[src/rtl/pc_branch_unit.sv]
// Program counter with conditional jump/call, return stack and sticky stack error flags.
module pc_branch_unit #(
  parameter int unsigned ADDR_WIDTH = 8,
  parameter int unsigned STACK_DEPTH = 4,
  parameter logic [ADDR_WIDTH-1:0] RESET_VECTOR = '0
) (
  input  logic                            clk,
  input  logic                            reset,
  input  logic                            enable_i,
  input  logic                            load_i,
  input  logic                            call_i,
  input  logic                            ret_i,
  input  logic [2:0]                      cond_i,
  input  logic [ADDR_WIDTH-1:0]           target_i,
  input  logic                            flag_zero_i,
  input  logic                            flag_carry_i,
  input  logic                            flag_negative_i,
  output logic [ADDR_WIDTH-1:0]           pc_o,
  output logic                            taken_o,
  output logic [$clog2(STACK_DEPTH):0]    sp_o,
  output logic                            stack_overflow_o,
  output logic                            stack_underflow_o
);

  localparam int unsigned IDX_W = $clog2(STACK_DEPTH);
  localparam int unsigned SP_W  = IDX_W + 1;

  logic [ADDR_WIDTH-1:0] stack_mem [STACK_DEPTH];

  logic                  cond_true_c;
  logic [ADDR_WIDTH-1:0] pc_nxt;
  logic [SP_W-1:0]       sp_nxt;
  logic                  taken_nxt;
  logic                  ovf_nxt;
  logic                  unf_nxt;
  logic                  push_c;
  logic [IDX_W-1:0]      push_idx;
  logic [IDX_W-1:0]      pop_idx;

  // Push goes to the first free slot; pop reads the most recently written one.
  assign push_idx = sp_o[IDX_W-1:0];
  assign pop_idx  = IDX_W'(sp_o - SP_W'(1));

  // Decode the condition select against the ALU flags.
  always_comb begin
    cond_true_c = 1'b0;
    case (cond_i)
      3'b000:  cond_true_c = 1'b1;
      3'b001:  cond_true_c = flag_zero_i;
      3'b010:  cond_true_c = ~flag_zero_i;
      3'b011:  cond_true_c = flag_carry_i;
      3'b100:  cond_true_c = ~flag_carry_i;
      3'b101:  cond_true_c = flag_negative_i;
      3'b110:  cond_true_c = ~flag_negative_i;
      default: cond_true_c = 1'b0;
    endcase
  end

  // Next-state selection with priority ret > call > load > enable > hold.
  always_comb begin
    pc_nxt    = pc_o;
    sp_nxt    = sp_o;
    taken_nxt = 1'b0;
    ovf_nxt   = stack_overflow_o;
    unf_nxt   = stack_underflow_o;
    push_c    = 1'b0;
    if (ret_i) begin
      if (sp_o != '0) begin
        pc_nxt    = stack_mem[pop_idx];
        sp_nxt    = sp_o - SP_W'(1);
        taken_nxt = 1'b1;
      end else begin
        unf_nxt = 1'b1;
      end
    end else if (call_i) begin
      if (cond_true_c) begin
        if (sp_o != SP_W'(STACK_DEPTH)) begin
          push_c    = 1'b1;
          pc_nxt    = target_i;
          sp_nxt    = sp_o + SP_W'(1);
          taken_nxt = 1'b1;
        end else begin
          ovf_nxt = 1'b1;
        end
      end
    end else if (load_i) begin
      if (cond_true_c) begin
        pc_nxt    = target_i;
        taken_nxt = 1'b1;
      end
    end else if (enable_i) begin
      pc_nxt = pc_o + ADDR_WIDTH'(1);
    end
  end

  // Architectural state register with synchronous active-low reset.
  always_ff @(posedge clk) begin
    if (!reset) begin
      pc_o              <= RESET_VECTOR;
      sp_o              <= '0;
      taken_o           <= 1'b0;
      stack_overflow_o  <= 1'b0;
      stack_underflow_o <= 1'b0;
    end else begin
      pc_o              <= pc_nxt;
      sp_o              <= sp_nxt;
      taken_o           <= taken_nxt;
      stack_overflow_o  <= ovf_nxt;
      stack_underflow_o <= unf_nxt;
    end
  end

  // Return-address storage; contents are left stale across reset.
  always_ff @(posedge clk) begin
    if (reset && push_c) begin
      stack_mem[push_idx] <= pc_o;
    end
  end

endmodule

[config.mk]
export PLATFORM = sky130hd
export DESIGN_NAME = pc_branch_unit
export DESIGN_NICKNAME = d
export VERILOG_FILES = /design/src/rtl/pc_branch_unit.sv
export SDC_FILE = /design/constraint.sdc
export NUM_CORES = 1
export LEC_CHECK = 0
export CORE_MARGIN = 3
export CORE_UTILIZATION = 55
export DETAILED_ROUTE_END_ITERATION = 10
export DONT_BUFFER_PORTS = 1
export PLACE_DENSITY = 0.7
export SLEW_MARGIN = 0
export SYNTH_ARGS = -nofsm -noshare
export SYNTH_HDL_FRONTEND = slang
export SYNTH_SLANG_ARGS = --single-unit
[constraint.sdc]
create_clock -name clk -period 2.58 [get_ports clk]
set_input_delay 0.516 -clock clk [delete_from_list [all_inputs] [get_ports clk]]
set_output_delay 0.516 -clock clk [all_outputs]
set_load 0.05 [all_outputs]
==> results.toml <==
[setup_path]
reg2regPathDepth = 7
critical_path_class = "reg -> reg"
r2r_slack_ns = 0.48
critPathCaptureType = "flip-flop"
crit_path_max_fanout = 8
crit_required_ns = 2.80
arrival_ns = 2.32
start_kind = "flip-flop"
r2r_end = "sp_o[1]"
r2r_start = "sp_o[0]"

[placement]
portBuffers = 0
dp_hpwl_mm = 3.72
dp.cells = 235
place_congestion = 0.836

[synthesis]
yosysSeqAreaShare_pct = 53.9
synth_largest_area_cell = "edfxtp_1"
yosys-top-cells-area = "edfxtp_1, dfxtp_1, mux4_2"
synthFlopType = "edfxtp_1"
syn-num-nets = 211
yosys_warnings = 0
postSynthAreaPerCell_um2 = 12.5
async_reset_ff_share_pct = 0
yosys_register_bits = 46
synth_top_area_share_pct = 41.7
synth_edf_count = 32
synthesis.area_um2 = 2300
synth_most_common_cell = "edfxtp_1"
synth_cell_types = 46
netlist_top_cells_count = "edfxtp_1, nand2_1, o21ai_0, dfxtp_1, a21oi_1"
synth_cells = 185

[timing]
finClkSkew_ns = 0.00622
finalHoldViolations = 0
relSlewSlack_pct = 53.6
fin_crit_ns = 2.10
setup_viol = 0
drv_slew = 0
timing.final.crit_share_pct = 81.4
fmax_mhz = 476
holdWs_ns = 0.348
worst_slew_pin_slew_ns = 0.695
fin_setup_tns_ns = 0
rsz0062_at_grt = "no"

[die]
initial_core_util_pct = 59.8
dieArea_um2 = 5000
die_y_um = 70.7
fp.coreArea_um2 = 3850
die_w_um = 70.7
ioPinCount = 34
rows = 22

[clock_network]
numCtsBuffers = 5
clock_sinks = 46
cts.path.max_buffers = 2
clk_pin_slew_ns = 0.09
cts_max_level = 2
insertion_delay_ns = 0.29
hold_buffers = 0
root_buffer = "clkbuf_8"
post_cts.repair.setup_buffers = 0
cts_resized = 0
cts_tree = "done"

[global_route]
antenna_found_initial = 0
grt_start_max_net_pins = 19
grt_pass1_vias = 1584
grt_pass1_wl_mm = 8.40
grt_use_total_pct = 21.5
grt_overflow_total = 0

[pwr]
power_density_nw_per_um2 = 819
p_clk_share_pct = 21.1
internal_power_mw = 1.31
swShare_pct = 35.8
combinationalPowerShare_pct = 32.1
p_leak_nw = 0.880
switching_power_mw = 0.729
peakVddDrop_mv = 0.565
seqPwrFrac_pct = 46.7

[route]
vias = 1582
top_layer = "met4"
wl_met3_um = 306
drt-total-wl_mm = 5.10
drc = 0
first_pass_iters = 4
routedLengthMet1_mm = 2.29
avgRoutedWirePerCell_um = 21.0
wl_met2_mm = 2.46
drtAntennaViolNets = 0
via_per_inst = 6.51
drt_iter0_drc = 147

[worst_hold_path]
min_path_cells = 1
holdCritPathClass = "in -> reg"
hold_end = "stack_overflow_o"
worstHoldStart = "reset"

[flow_run]
drv_cap = 0

[outcome]
run_status = "completed"

[finish]
antenna_cells = 0
num-nets-final = 220
drive_gt1_share_pct = 17.9
syn2layout_area_growth_pct = 7.88
fin_cells = 243
flip-flops by register name, indices dropped and copies added (netlist names):
| name | count |
|---|---|
| stack_overflow_o | 1 |
| pc_o | 8 |
| stack_underflow_o | 1 |
| taken_o | 1 |
| sp_o | 3 |
| stack_mem | 32 |
worst max path at each step:
stage	start	endpoint	slack, ns	cells after the start
global placement	cond_i[0]	stack_mem[2][4]	0.35	5
finish	sp_o[0]	sp_o[1]	0.48	7
detailed placement	cond_i[0]	stack_mem[0][2]	0.25	5
global route	sp_o[0]	sp_o[2]	0.29	7
floorplan	sp_o[0]	pc_o[3]	0.03	8
CTS	sp_o[0]	sp_o[1]	0.51	7
power groups by stage:
stage / Sequential, mW / Combinational, mW / Clock, mW
5_1_grt: 0.960 / 0.706 / 0.462
3_5_place_dp: 0.968 / 0.653 / 0
6_report: 0.951 / 0.654 / 0.429
3_3_place_gp: 0.965 / 0.634 / 0
2_1_floorplan: 1.10 / 0.367 / 0
4_1_cts: 0.952 / 0.654 / 0.435
layout make-up:
cell class	instances	area [µm²]
fill	281	1370
sequential	46	1240
multi-input combinational	124	992
timing repair buffer	11	82.6
clock buffer	6	72.6
tap	48	60.1
inverter	6	22.5
clock inverter	2	13.8
metal layers:
| metal | vias up | GRT usage, % |
|---|---|---|
| li1 | 718 | - |
| met1 | 791 | 30.4 |
| met2 | 69 | 33.0 |
| met3 | 4 | 5.97 |
| met4 | 0 | 5.85 |
| met5 | - | 0 |
cell families after synthesis:
family          Yosys count  share of synthesized area [%]
simple gates             53                           13.3
flops                    46                           53.9
compound gates           44                           13.4
mux                      16                           11.3
buf+inv                  15                           3.04
fa+ha+maj                 6                           3.26
xor+xnor                  5                           1.90
worst max-delay path, cell delays in order, from the launching register on:
cell,delay [ns]
dfxtp_1,0.32
inv_1,0.14
ha_1,0.27
nand3b_1,0.27
and4bb_1,0.30
a31oi_1,0.42
o21ai_0,0.17
a21oi_1,0.14
placed cells by master (no fill, tap or decap), types with 2 or more instances in the layout:
cell	count
dfxtp_1	14
buf_4	11
nor2_1	3
o32ai_2	3
nand3_1	4
nand3b_1	2
a21oi_1	11
a31oi_1	3
edfxtp_1	32
and2_1	7
ha_1	6
inv_1	6
nor2b_1	2
mux4_2	8
clkbuf_8	5
mux2i_1	8
nor4_1	2
xor2_1	4
nand2_1	20
o211ai_1	2
o21ai_0	15
nor4b_1	2
a211o_1	2
per-stage QoR:
stage / instance area [µm²] / util, % / worst slack, ns / power (mW)
global route: 2480 / 64.5 / 0.292 / 2.13
floorplan: 2300 / - / 0.0291 / 1.47
finish: 2480 / 64.5 / 0.480 / 2.03
global placement: 2400 / 62.2 / 0.346 / 1.60
detailed placement: 2400 / 62.2 / 0.248 / 1.62
CTS: 2480 / 64.5 / 0.513 / 2.04
No activity file was read; power rests on OpenSTA's default activity.
